===== src/rtl/openram_gpio_rx_pkg.sv =====
// Shared definitions for the GPIO packet receiver.
// Holds the FSM state encoding, the default packet width shared with
// openram_testchip, and a helper that sizes the bit counter.
package openram_gpio_rx_pkg;

    localparam int unsigned PACKET_WIDTH_DEFAULT = 86;

    typedef logic [2:0] state_t;

    localparam state_t ST_IDLE      = 3'd0;
    localparam state_t ST_DATA      = 3'd1;
    localparam state_t ST_PARITY    = 3'd2;
    localparam state_t ST_STOP      = 3'd3;
    localparam state_t ST_WAIT_IDLE = 3'd4;

    // Bit-counter width for a given packet width (never below 1).
    function automatic int unsigned cnt_width(input int unsigned width);
        return (width < 2) ? 1 : $clog2(width);
    endfunction

    localparam int unsigned CNT_W_DEFAULT = cnt_width(PACKET_WIDTH_DEFAULT);

endpackage


===== src/rtl/gpio_bit_sync.sv =====
// N-flop single-bit synchronizer with a configurable reset value.
// Ports: clk, reset (sync, active-high), d (async input), q (synchronized).
module gpio_bit_sync #(
    parameter int unsigned STAGES    = 2,
    parameter logic        RESET_VAL = 1'b1
) (
    input  logic clk,
    input  logic reset,
    input  logic d,
    output logic q
);

    logic [STAGES-1:0] chain;

    // Shift chain; reset fills every stage with RESET_VAL.
    always_ff @(posedge clk) begin
        if (reset) begin
            chain <= {STAGES{RESET_VAL}};
        end else begin
            chain <= {chain[STAGES-2:0], d};
        end
    end

    assign q = chain[STAGES-1];

endmodule


===== src/rtl/gpio_packet_receiver.sv =====
// Serial GPIO packet receiver: start bit, PACKET_WIDTH data bits MSB first,
// even parity, stop bit. Good frames update packet_o with a valid strobe.
// Ports: clk, reset (sync, active-high), enable, gpio_in (idles high);
//        packet_o, packet_valid, parity_err, framing_err, busy, err_count.
module gpio_packet_receiver
    import openram_gpio_rx_pkg::*;
#(
    parameter int unsigned PACKET_WIDTH = PACKET_WIDTH_DEFAULT,
    parameter int unsigned SYNC_STAGES  = 2
) (
    input  logic                    clk,
    input  logic                    reset,
    input  logic                    enable,
    input  logic                    gpio_in,
    output logic [PACKET_WIDTH-1:0] packet_o,
    output logic                    packet_valid,
    output logic                    parity_err,
    output logic                    framing_err,
    output logic                    busy,
    output logic [7:0]              err_count
);

    localparam int unsigned CNT_W = cnt_width(PACKET_WIDTH);

    logic                    rx_s;
    state_t                  state;
    state_t                  state_next;
    logic [PACKET_WIDTH-1:0] shift;
    logic [PACKET_WIDTH-1:0] shift_next;
    logic [CNT_W-1:0]        cnt;
    logic [CNT_W-1:0]        cnt_next;
    logic                    par;
    logic                    par_next;
    logic                    valid_c;
    logic                    parity_err_c;
    logic                    framing_err_c;

    // Idle-high reset value keeps reset from looking like a start bit.
    gpio_bit_sync #(
        .STAGES    (SYNC_STAGES),
        .RESET_VAL (1'b1)
    ) u_sync (
        .clk   (clk),
        .reset (reset),
        .d     (gpio_in),
        .q     (rx_s)
    );

    // Next-state and datapath decode.
    always_comb begin
        state_next    = state;
        shift_next    = shift;
        cnt_next      = cnt;
        par_next      = par;
        valid_c       = 1'b0;
        parity_err_c  = 1'b0;
        framing_err_c = 1'b0;

        case (state)
            ST_IDLE: begin
                if (!rx_s) begin
                    state_next = ST_DATA;
                    cnt_next   = '0;
                    par_next   = 1'b0;
                end
            end
            ST_DATA: begin
                shift_next = {shift[PACKET_WIDTH-2:0], rx_s};
                par_next   = par ^ rx_s;
                cnt_next   = cnt + CNT_W'(1);
                if (cnt == CNT_W'(PACKET_WIDTH - 1)) begin
                    state_next = ST_PARITY;
                end
            end
            ST_PARITY: begin
                par_next   = par ^ rx_s;
                state_next = ST_STOP;
            end
            ST_STOP: begin
                // A low stop bit outranks a parity failure.
                if (!rx_s) begin
                    framing_err_c = 1'b1;
                    state_next    = ST_WAIT_IDLE;
                end else if (par) begin
                    parity_err_c = 1'b1;
                    state_next   = ST_IDLE;
                end else begin
                    valid_c    = 1'b1;
                    state_next = ST_IDLE;
                end
            end
            ST_WAIT_IDLE: begin
                if (rx_s) begin
                    state_next = ST_IDLE;
                end
            end
            default: begin
                state_next = ST_IDLE;
            end
        endcase

        // Disarming drops any partial frame silently.
        if (!enable) begin
            state_next    = ST_IDLE;
            valid_c       = 1'b0;
            parity_err_c  = 1'b0;
            framing_err_c = 1'b0;
        end
    end

    // State, datapath and registered outputs.
    always_ff @(posedge clk) begin
        if (reset) begin
            state        <= ST_IDLE;
            shift        <= '0;
            cnt          <= '0;
            par          <= 1'b0;
            packet_o     <= '0;
            packet_valid <= 1'b0;
            parity_err   <= 1'b0;
            framing_err  <= 1'b0;
            busy         <= 1'b0;
            err_count    <= '0;
        end else begin
            state        <= state_next;
            shift        <= shift_next;
            cnt          <= cnt_next;
            par          <= par_next;
            packet_valid <= valid_c;
            parity_err   <= parity_err_c;
            framing_err  <= framing_err_c;
            busy         <= (state_next != ST_IDLE);
            if (valid_c) begin
                packet_o <= shift;
            end
            if ((parity_err_c || framing_err_c) && (err_count != 8'hFF)) begin
                err_count <= err_count + 8'd1;
            end
        end
    end

endmodule

===== config.mk =====
export PLATFORM = sky130hd
export DESIGN_NAME = gpio_packet_receiver
export DESIGN_NICKNAME = d
export VERILOG_FILES = /design/src/rtl/openram_gpio_rx_pkg.sv /design/src/rtl/gpio_bit_sync.sv /design/src/rtl/gpio_packet_receiver.sv
export SDC_FILE = /design/constraint.sdc
export NUM_CORES = 1
export LEC_CHECK = 0
export CORE_MARGIN = 1.5
export CORE_UTILIZATION = 67
export DETAILED_ROUTE_END_ITERATION = 10
export DONT_BUFFER_PORTS = 1
export PLACE_DENSITY = 0.89
export SKIP_CTS_REPAIR_TIMING = 1
export SYNTH_ARGS = -nofsm -noshare
export SYNTH_HDL_FRONTEND = slang
export SYNTH_SLANG_ARGS = --single-unit

===== constraint.sdc =====
create_clock -name clk -period 2.7 [get_ports clk]
set_input_delay 0.81 -clock clk [delete_from_list [all_inputs] [get_ports clk]]
set_output_delay 0.81 -clock clk [all_outputs]
set_load 0.03 [all_outputs]

# Word level (Yosys, flattened, before mapping)
# Cells that the tools add are included.
# classes
addsub	2
n_mul	0
div	0
magnitude_cmp	0
n_eq_ne	7
shifts	0
n_mux	21
n_bitwise	1
n_reduce_logical	9
# ops
op	count
two-way mux 3 bit	5
one-hot mux 3 bit (5 select lines)	1
one-hot mux 7 bit (2 select lines)	1
two-way mux 1 bit	12
adder 8 x 1 -> 8 bit (second input constant)	1
!= test 8 bit (second input constant)	1
adder 7 x 1 -> 7 bit (second input constant)	1
== test 7 bit (second input constant)	1
two-way mux 7 bit	1
== test 3 x 2 -> 1 bit (second input constant)	2
AND reduction 2 bit	2
nonzero test 2 bit	2
== test 3 x 1 -> 1 bit (second input constant)	1
== test 3 bit (second input constant)	1
logical NOT 3 bit	1
nonzero test 3 bit	1
!= test 2 bit (second input constant)	1
one-hot mux 1 bit (2 select lines)	1
OR reduction 2 bit	1
logical AND 1 bit	1
logical OR 1 bit	1
bitwise XOR 1 bit	1
# totals
register_bits	197
latch_bits	0
mem_bits_rw	0
mem_bits_ro	0
inputBits	4
output_inout_bits	98
elab_cells	51
mem_count	0

# Depth between registers and ports, before layout
# Gate-level depths: netlist of the first run.
# depth
word_depth	6
ltp_mapped	8
ltp_nobuf	6

# Modules after synthesis
# A second synthesis of the first run with hierarchy kept.
# hier_totals
cells_unflattened	889
hier_area_um2	7091.8
# modules_own_cells
mod	n_inst	cells_each	area_each_um2	seq_area_each_um2
gpio_packet_receiver	1	885	7039.3	3903.7
gpio_bit_sync	1	4	52.6	40.0

# Least setup slack after synthesis of the first run
# Ideal clock, no wire load.
# synth_path
kind	in2reg
from	input port enable
to	register err_count[0]
setup_ps	121
arrival_ps	1850
t_required_ps	2579
path_slack_ps	729
cell_stages	5
n_path_buf	1
path_cell_list	nand4b_1 -> or2_0 -> clkbuf_2 -> a31oi_1 -> mux2_2
# synth_via
elab_chain_cells	3
word_cells_on_any_way	4
cone_classes	mux (2); reduce/logical (2)
# synth_rtl
element	line_no	rtl
from (decl)	gpio_packet_receiver.sv:13	input logic enable,
two-way mux 1 bit	gpio_packet_receiver.sv:103	if (!enable) begin
logical OR 1 bit (*)	gpio_packet_receiver.sv:136	if ((parity_err_c || framing_err_c) && (err_count != 8'hFF)) begin
logical AND 1 bit (*)	gpio_packet_receiver.sv:136	
to (signal assigned)	gpio_packet_receiver.sv:137	err_count <= err_count + 8'd1;
to (decl)	gpio_packet_receiver.sv:20	output logic [7:0] err_count
# Every way passes the cells marked *; elsewhere a longest branch is shown, timed or not.
# A chain may end at the register's enable or synchronous reset.

# Worst setup path in the final report of the first run
# layout_path
from	register state[1]
to	register packet_o[42]
# layout_via
elab_chain_cells	3
# layout_rtl
element	line_no	rtl
from (decl)	gpio_packet_receiver.sv:26	state_t state;
from (signal assigned)	gpio_packet_receiver.sv:125	state <= state_next;
== test 3 x 2 -> 1 bit	gpio_packet_receiver.sv:59	case (state)
two-way mux 1 bit	gpio_packet_receiver.sv:59	
two-way mux 1 bit	gpio_packet_receiver.sv:103	
to (signal assigned)	gpio_packet_receiver.sv:134	packet_o <= shift;
to (decl)	gpio_packet_receiver.sv:15	output logic [PACKET_WIDTH-1:0] packet_o,
# Every way passes these cells.

==> results of run 1 <==
## how the worst max path moves through the flow
stage	startpoint	end	slack (ns)
2_1_floorplan	enable	err_count[0]$_SDFFE_PP0P_	0.73
3_3_place_gp	state[0]$_SDFF_PP0_	packet_o[45]$_SDFFE_PP0P_	0.63
3_5_place_dp	state[1]$_SDFF_PP0_	packet_o[42]$_SDFFE_PP0P_	0.52
4_1_cts	state[0]$_SDFF_PP0_	packet_o[42]$_SDFFE_PP0P_	0.50
5_1_grt	state[0]$_SDFF_PP0_	packet_o[42]$_SDFFE_PP0P_	0.29
6_report	state[1]$_SDFF_PP0_	packet_o[42]$_SDFFE_PP0P_	0.52
## routing by layer
layer / wire (um) / GRT usage [%] / up-vias / part of all wire, %
li1: - / - / 2823 / -
met1: 5780 / 28.5 / 2634 / 42
met2: 7070 / 47.4 / 143 / 51
met3: 825 / 7.54 / 23 / 5.9
met4: 223 / 9.85 / 0 / 1.6
met5: 0 / 0 / - / 0
## state kept, by name (all words and copies together) (netlist names)
| signal | count |
|---|---|
| busy | 1 |
| state | 3 |
| shift | 86 |
| err_count | 8 |
| u_sync.chain | 2 |
| framing_err | 1 |
| parity_err | 1 |
| packet_valid | 1 |
| cnt | 7 |
| par | 1 |
| packet_o | 86 |
## power by group through the flow
| stage | clock [mW] | combinational, mW | sequential [mW] |
|---|---|---|---|
| finish | 2.27 | 0.0381 | 2.91 |
| global route | 2.42 | 0.0423 | 2.91 |
| CTS | 2.31 | 0.0380 | 2.91 |
| detailed placement | 0 | 0.0379 | 2.98 |
| global placement | 0 | 0.0365 | 2.98 |
| floorplan | 0 | 0.0687 | 2.98 |
## cells in the mapped netlist (3+ instances only)
cell type  instances  share of area, %
nor3_1             6              0.43
inv_1              5              0.27
nor2_1            19               1.0
nand4_1            4              0.35
or4_1              3              0.32
o31ai_1            3              0.32
buf_2             17               1.2
nor2b_1            4              0.35
ha_1               5              0.89
dfxtp_1          197                56
nand2b_1           3              0.27
nand2_1          348                19
a211oi_1           3              0.32
clkbuf_1          46               2.4
nand3_1            6              0.43
a21oi_1          185                13
## worst max-delay path, stage by stage, from the launching register on
cell and delay [ns]:
dfxtp_1 0.57, and3b_1 0.34, nand3_4 0.73, nand2_1 0.32, a21oi_1 0.10
## metrics by stage
step | utilization (%) | cell area [sq um]
finish | 73.5 | 7560
global route | 73.5 | 7560
CTS | 73.5 | 7560
detailed placement | 68.3 | 7020
global placement | 68.3 | 7020
floorplan | - | 7050
## kinds of logic (layout without fill, tap and decap cells)
kind of cell	count (synthesis)	in the layout	synth area share, %
xor+xnor	1	1	0.124
fa+ha+maj	5	5	0.887
compound gates	202	202	14.9
flops	197	197	55.9
buf+inv	71	41	4.10
simple gates	409	409	23.4
mux	4	4	0.621
## layout make-up
class,count,area (sq um),area share [%]
timing repair buffer,4,42.5,0.563
tap,136,170,2.25
clock inverter,12,96.3,1.27
multi-input combinational,621,2840,37.6
inverter,5,18.8,0.248
clock buffer,20,445,5.89
sequential,197,3940,52.2
==> impl_results.md, run 1 <==
- Initial Utilization: 68.6%
- CP arrival: 2.58 ns
- Crit Path Max Fanout: 87
- GR Overflow Total: 0
- Die Wd: 106 um
- Layout Nets: 855
- Maximum clock path buffer count: 2
- Avg Cell Area, Syn: 7.93 sq um
- Port Buffers: 0
- H-tree levels: 4
- CTS tree: built
- Syn nets: 898
- CTS clk-pin slew, worst paths: 0.07 ns
- Setup TNS: 0 ns
- Static leakage: 2.41 nW
- Post-route setup slack: 0.523 ns
- Fin crit period: 2.18 ns
- Relative slew slack: 29.8%
- Final Hold Vio Count: 0
- Routability congestion estimate: 0.747
- Via count: 5623
- Die height: 106 um
- Commonest non-fill, non-tap cell in the layout: nand2_1
- Vias per std cell: 5.65
- FF-to-FF path depth: 4
- Worst Clk Skew: 0.0115 ns
- Post-route ant nets: 0
- P_int: 4.12 mW
- CP startpoint kind: register
- Setup Slack @ Placement: 0.521 ns
- Peak VDD IR: 411 uV
- Comb pwr share: 0.7%
- Yosys reg bits: 197
- RSZ-0062 raised after global routing: no
- Worst-margin pin slew: 1.05 ns
- Yosys cell types: 42
- Area growth, synth to finish: 7.17%
- Total power: 5.22 mW
- Period utilization: 80.6%
- Die ar.: 11200 sq um
- Fmax: 459 MHz
- Fin. max-slew vios: 0
- RR Startpoint: state[1]$_SDFF_PP0_
- Vias in the first global route: 5407
- Initial antenna violation count: 0
- WHS Path Cells: 1
- Pre-antenna DRT Iters: 5
- Worst r2r dst: packet_o[42]$_SDFFE_PP0P_
- Post-synth EDFFs: 0
- Wire per inst: 14.0 um
- Worst min path class: in2reg
- Total track usage: 26.0%
- Hold Crit Endpoint: err_count[6]$_SDFFE_PP0P_
- Core Area: 10300 sq um
- MaxCap Viol Count: 0
- Clock network power share: 43.5%
- Core Rows: 37
- Fraction of layout cells with a size suffix above 1: 5.01%
- Worst skew pair latency: 0.52 ns
- Root buffer cell: clkbuf_8
- Placed insts: 963
- Starting DRT DRC Count: 345
- # fillers: 783
- Final setup vio count: 0
- Most frequent cells in the layout: nand2_1 (348), dfxtp_1 (197), a21oi_1 (185)
- Sequential share of the synthesized area: 55.9%
- First-pass GRT wire length: 23600 um
- Clock Sink Count: 197
- Critical path class: reg2reg
- Setup slack, reg-to-reg: 0.52 ns
- Cell count after synthesis: 889
- Routed Wire Length: 13900 um
- Setup crit end kind: register
- Synthesized cell area: 7050 sq um
- Critical Path RT: 3.10 ns
- P_sw: 1.10 mW
- CTS Buf Count: 17
- Asr flop ratio synth: 0%
- Hold Startpoint: reset
- Pwr per Cell Area: 691 nW/um^2
- # IOs: 102
- Yosys warnings: 0
- Drc violations: 0
- Status: complete, no violations
- DP HPWL: 8450 um
- Hold WS: 0.371 ns
- Sw frac: 21.2%
- Top_reg_cell synth: dfxtp_1
- Largest net degree at the start of global routing: 196
- Flop pwr share: 55.8%
- Post-Layout Cell Count: 995
- Antenna Cells: 0
Power figures use the tool's default switching activity.
==> run 2: changes to the inputs <==
--- a/config.mk
+++ b/config.mk
@@ -6,10 +6,10 @@
 export NUM_CORES = 1
 export LEC_CHECK = 0
 export CORE_MARGIN = 1.5
-export CORE_UTILIZATION = 67
+export CORE_UTILIZATION = 56
 export DETAILED_ROUTE_END_ITERATION = 10
 export DONT_BUFFER_PORTS = 1
-export PLACE_DENSITY = 0.89
+export PLACE_DENSITY = 0.8
 export SKIP_CTS_REPAIR_TIMING = 1
 export SYNTH_ARGS = -nofsm -noshare
 export SYNTH_HDL_FRONTEND = slang
==> constraint.sdc (replaced) <==
create_clock -name clk -period 1.8 [get_ports clk]
set_input_delay 0.54 -clock clk [delete_from_list [all_inputs] [get_ports clk]]
set_output_delay 0.54 -clock clk [all_outputs]
set_load 0.03 [all_outputs]
==> run 2 against run 1 <==
Against the previous run:
- design area rose by 3.8%
- clock power rose by 54%
- global-route usage fell by 4.5 points
- largest power group unchanged
- highest routed layer unchanged
- worst hold slack got worse by 0.16 ns
==> impl_results.md, run 2 (synthesized netlist as in run 1, its figures left out) <==
- Vias in the first global route: 5043 (was 5407)
- Setup TNS: 0 ns (unchanged)
- Period utilization: 94.0% (was 80.6%)
- Final Hold Vio Count: 0 (unchanged)
- Most frequent cells in the layout: nand2_1 (348), dfxtp_1 (196), a21oi_1 (185) (was nand2_1 (348), dfxtp_1 (197), a21oi_1 (185))
- Crit Path Max Fanout: 9 (was 87)
- Placed Area: 7300 sq um (was 7020 sq um)
- Clock Sink Count: 197 (unchanged)
- DP HPWL: 8210 um (was 8450 um)
- Die ar.: 13300 sq um (was 11200 sq um)
- Die Wd: 115 um (was 106 um)
- Area growth, synth to finish: 11.3% (was 7.17%)
- Critical Path Max Stage Delay: 0.54 ns (was 0.73 ns)
- CP startpoint kind: register (unchanged)
- Setup crit end kind: register (unchanged)
- Sequence of cells on the critical path: nand4b_1, or2_1, or4_1, a21oi_1 (was and3b_1, nand3_4, nand2_1, a21oi_1)
- Critical Path RT: 2.15 ns (was 3.10 ns)
- First-pass GRT wire length: 23000 um (was 23600 um)
- Pwr per Cell Area: 1010 nW/um^2 (was 691 nW/um^2)
- CTS Buf Count: 17 (unchanged)
- GR Overflow Total: 0 (unchanged)
- Peak VDD IR: 674 uV (was 411 uV)
- Post-Layout Cell Count: 1049 (was 995)
- Final core occ: 64.5% (was 73.5%)
- Layout Nets: 877 (was 855)
- Vias per std cell: 5.28 (was 5.65)
- RSZ-0062 raised after global routing: no (unchanged)
- Setup Slack @ Placement: 0.0142 ns (was 0.521 ns)
- Initial antenna violation count: 0 (unchanged)
- MaxCap Viol Count: 0 (unchanged)
- Worst Clk Skew: 0.00558 ns (was 0.0115 ns)
- Relative slew slack: 70.2% (was 29.8%)
- Total track usage: 21.5% (was 26.0%)
- Root buffer cell: clkbuf_16 (was clkbuf_8)
- Routed Wire Length: 13900 um (about the same)
- Post-route setup slack: 0.109 ns (was 0.523 ns)
- Post-route ant nets: 0 (unchanged)
- Final setup vio count: 0 (unchanged)
- CTS tree: built (unchanged)
- Fin crit period: 1.69 ns (was 2.18 ns)
- Fraction of layout cells with a size suffix above 1: 7.15% (was 5.01%)
- Critical path's top delay family: simple AND/OR/NAND/NOR gates (unchanged)
- Fmax: 591 MHz (was 459 MHz)
- Worst skew pair latency: 0.42 ns (was 0.52 ns)
- Largest net degree at the start of global routing: 196 (unchanged)
- CP arrival: 2.04 ns (was 2.58 ns)
- Antenna Cells: 0 (unchanged)
- Placed insts: 1017 (was 963)
- Static leakage: 2.55 nW (was 2.41 nW)
- Die height: 115 um (was 106 um)
- Largest registers: packet_o: 86 flops, shift: 86 flops, err_count: 8 flops (unchanged)
- # IOs: 102 (unchanged)
- Routability congestion estimate: 0.787 (was 0.747)
- Starting DRT DRC Count: 432 (was 345)
- Fin. max-slew vios: 0 (unchanged)
- Worst-margin pin slew: 0.446 ns (was 1.05 ns)
- CTS clk-pin slew, worst paths: 0.06 ns (was 0.07 ns)
- Maximum clock path buffer count: 2 (unchanged)
- Drc violations: 0 (unchanged)
- Commonest non-fill, non-tap cell in the layout: nand2_1 (unchanged)
- Total power: 7.93 mW (was 5.22 mW)
- Design Area, Final: 7850 sq um (was 7560 sq um)
- H-tree levels: 4 (unchanged)
- Slowest stage cell, crit path: or4_1 (was nand3_4)
- Hold WS: 0.212 ns (was 0.371 ns)
- Wire per inst: 13.3 um (was 14.0 um)
- Initial Utilization: 58.0% (was 68.6%)
- Status: complete, no violations (unchanged)
- Pre-antenna DRT Iters: 4 (was 5)
- Via count: 5542 (was 5623)
- Core Rows: 40 (was 37)
- CP Buf/Inv Count: 0 (unchanged)
- Worst min path class: in2reg (unchanged)
- Port Buffers: 0 (unchanged)
- Critical path class: reg2reg (unchanged)
- Core Area: 12200 sq um (was 10300 sq um)
==> run 2: cell type report <==
cell class / count / area, sq um
Clock buffer: 26 / 509
Clock inverter: 6 / 41.3
Fill cell: 1067 / 4310
Inverter: 5 / 18.8
Multi-Input combinational cell: 621 / 2840
Sequential cell: 197 / 3950
Tap cell: 168 / 210
Timing Repair Buffer: 26 / 283
==> run 2: routing by layer <==
metal	global-route usage, %	wire (um)	vias up
li1	-	-	2857
met1	25.0	6240	2577
met2	37.6	6810	95
met3	7.33	757	13
met4	6.67	142	0
met5	0	0	-
==> run 2: worst paths after layout <==
kind	from	cells after the start	to	slack [ns]
worst max-delay path	state[0]$_SDFF_PP0_	4	err_count[6]$_SDFFE_PP0P_	0.11
worst min-delay path	reset	1	par$_SDFFE_PP0P_	0.21
worst max register to register	state[0]$_SDFF_PP0_	4	err_count[6]$_SDFFE_PP0P_	0.11
worst min register to register	u_sync.chain[0]$_SDFF_PP1_	1	u_sync.chain[1]$_SDFF_PP1_	0.42
==> run 2: power breakdown <==
| group | total (mW) | leakage (nW) | switching, mW | internal, mW |
|---|---|---|---|---|
| Sequential | 4.37 | 1.59 | 0.00586 | 4.36 |
| Clock | 3.49 | 0.263 | 1.54 | 1.95 |
| Combinational | 0.0707 | 0.701 | 0.0452 | 0.0255 |
| Total | 7.93 | 2.55 | 1.59 | 6.34 |
==> patch: new RTL, config.mk and constraints of run 2 <==
The parameter `SYNC_STAGES` goes from 2 to 4.
--- a/src/rtl/gpio_packet_receiver.sv
+++ b/src/rtl/gpio_packet_receiver.sv
@@ -7,5 +7,5 @@
 #(
     parameter int unsigned PACKET_WIDTH = PACKET_WIDTH_DEFAULT,
-    parameter int unsigned SYNC_STAGES  = 2
+    parameter int unsigned SYNC_STAGES  = 4
 ) (
     input  logic                    clk,
Behaviour: not the same (a bounded check fails within 4 cycles, from zero or initial values and one cycle with reset high).
==> patch against run 2 <==
Final area is 2.6% higher. Count of clock-buffer cells in the layout down 7. Sequential cell count is 2 higher. Global-route usage decreased by 0.53 points. Setup slack gained 0.028 ns. Wire length grew 0.90%. Area after synthesis rose by 1.4%.
Power is not compared: it rests on default switching activity, and its combinational part moved more than twofold at a synthesized area within 25%.
==> patch: results (changes against run 2) <==
----------------------------------------------------
[Place]
  Global placer's final weighted congestion ... 0.809 (was 0.787)
  Total half-perimeter wirelength after legalization and detailed placement ... 8280 um (was 8210 um)
  Count of input and output buffers ... 0 (unchanged)
  Placed Instance Area ... 7340 um^2 (was 7300 um^2)

[Global routing]
  Number of antenna violations at the first check in global routing ... 0 (unchanged)
  Pin count of the biggest net entering global routing ... 198 (was 196)
  Wire length of the first global-routing pass ... 22700 um (was 23000 um)
  Overall Global Routing Usage ... 0.210 (was 0.215)
  Number of global-route vias before repair ... 4960 (was 5043)

[Synthesis]
  Largest cells by area after synthesis ... sky130_fd_sc_hd__dfxtp_1 (56%), sky130_fd_sc_hd__nand2_1 (18%), sky130_fd_sc_hd__a21oi_1 (13%) (was sky130_fd_sc_hd__dfxtp_1 (56%), sky130_fd_sc_hd__nand2_1 (19%), sky130_fd_sc_hd__a21oi_1 (13%))
  Leading cell types by count after synthesis ... sky130_fd_sc_hd__nand2_1 (352), sky130_fd_sc_hd__dfxtp_1 (199), sky130_fd_sc_hd__a21oi_1 (186) (was sky130_fd_sc_hd__nand2_1 (348), sky130_fd_sc_hd__dfxtp_1 (197), sky130_fd_sc_hd__a21oi_1 (185))
  Main synth FF type ... sky130_fd_sc_hd__dfxtp_1 (unchanged)
  Share of async-settable or async-resettable flops after synthesis ... 0 (unchanged)
  Synthesized Nets ... 904 (was 898)
  Number of different library cells in the post-synthesis netlist ... 46 (was 42)
  Sequential fraction of the synthesis area ... 0.557 (was 0.559)
  Yosys warnings ... 0 (unchanged)

[Clock network]
  Worst-case clock buffer depth ... 2 (unchanged)
  Total number of H-tree levels ... 4 (unchanged)
  Num CTS Buffers ... 17 (unchanged)
  Clock transition at path regs ... 0.06 ns (about the same)
  Buffer type at the clock tree root ... sky130_fd_sc_hd__clkbuf_16 (unchanged)
  Source-to-sink clock delay at the later pin of the worst-skew pair ... 0.42 ns (about the same)

[Finish]
  Layout cell share with drive strength beyond 1 ... 0.0831 (was 0.0715)
  Final Net Count ... 887 (was 877)
  Biggest registers after layout ... packet_o x86, shift x86, err_count x8 (unchanged)
  Final antenna diode count ... 0 (unchanged)

[Route]
  Routed via count ... 5616 (was 5542)
  Routed WL per cell ... 13.2 um (was 13.3 um)
  Drt pass-1 iters ... 7 (was 4)
  1st-iter DRT viols ... 426 (was 432)

[STA]
  Clk_skew ... 0.00768 ns (was 0.00558 ns)
  Worst-Margin Slew ... 0.426 ns (was 0.446 ns)

[Worst hold path]
  Path class of the lowest-slack min-delay path ... in -> reg (unchanged)
  Worst hold stages ... 1 (unchanged)

[Status]
  Outcome ... complete, no violations (unchanged)

[Power]
  Total leakage power ... 0.00262 uW
  Max IR drop VDD ... 0.593 mV

[Setup path]
  Arrival time worst endpoint ... 2.00 ns (was 2.04 ns)
  Depth of the worst register-to-register path ... 7 (was 4)
  Critical path peak fanout ... 9 (unchanged)

----------------------------------------------------
==> patch: metrics by stage <==
stage | utilization | worst slack [ns] | instances | hold slack [ns]
after floorplan | - | 0.0990 | 895 | 0.389
after global placement | 0.587 | 0.107 | 1026 | 0.394
after detailed placement | 0.587 | 0.0864 | 1026 | 0.400
after CTS | 0.638 | 0.0967 | 1058 | 0.174
after global routing | 0.643 | -0.0115 | 1063 | 0.164
final | 0.643 | 0.136 | 1063 | 0.180
==> patch: routing by layer <==
| metal | share of wire | vias to the layer above | wire (um) | track usage |
|---|---|---|---|---|
| met5 | 0 | - | 0 | 0 |
| met4 | 0.015 | 0 | 205 | 0.0772 |
| met3 | 0.060 | 13 | 847 | 0.0591 |
| met2 | 0.47 | 108 | 6680 | 0.349 |
| met1 | 0.45 | 2605 | 6340 | 0.260 |
| li1 | - | 2890 | - | - |
==> patch: critical path, cell delays in order, from the launching register on <==
cell and delay (ns):
sky130_fd_sc_hd__dfxtp_1 0.39, sky130_fd_sc_hd__buf_4 0.18, sky130_fd_sc_hd__nor2b_1 0.23, sky130_fd_sc_hd__nor2b_4 0.19
sky130_fd_sc_hd__buf_4 0.13, sky130_fd_sc_hd__buf_4 0.10, sky130_fd_sc_hd__a41oi_1 0.11, sky130_fd_sc_hd__a311oi_1 0.24
==> patch: where the power goes <==
group | internal [uW] | switching [uW]
sequential | 4400 | 2.38
combinational | 14.3 | 19.2
clock | 2420 | 1630
total | 6840 | 1650
==> patch: logic make-up (layout without fill, tap and decap cells) <==
logic type      Yosys count  count (layout)  share of synthesized area
buf+inv                  74              70                     0.0471
mux                       2               2                    0.00297
flops                   199             199                      0.557
compound gates          206             206                      0.151
xor+xnor                  1               1                    0.00123
fa+ha+maj                 5               5                    0.00875
simple gates            408             408                      0.231
==> patch: layout make-up <==
cell class / count / area, um^2
clock buffers: 19 / 453
clock inverters: 13 / 193
fillers: 1052 / 4470
inverters: 6 / 22.5
multi-input cells: 622 / 2860
flip-flops and latches: 199 / 3990
well taps: 172 / 215
repair buffers: 32 / 324
==> patch: worst paths after layout <==
kind / startpoint / to / slack [ns]
max: state[0]$_SDFF_PP0_ / cnt[4]$_SDFFE_PP0P_ / 0.14
min: reset / packet_o[1]$_SDFFE_PP0P_ / 0.18
max reg2reg: state[0]$_SDFF_PP0_ / cnt[4]$_SDFFE_PP0P_ / 0.14
min reg2reg: u_sync.chain[0]$_SDFF_PP1_ / u_sync.chain[1]$_SDFF_PP1_ / 0.41
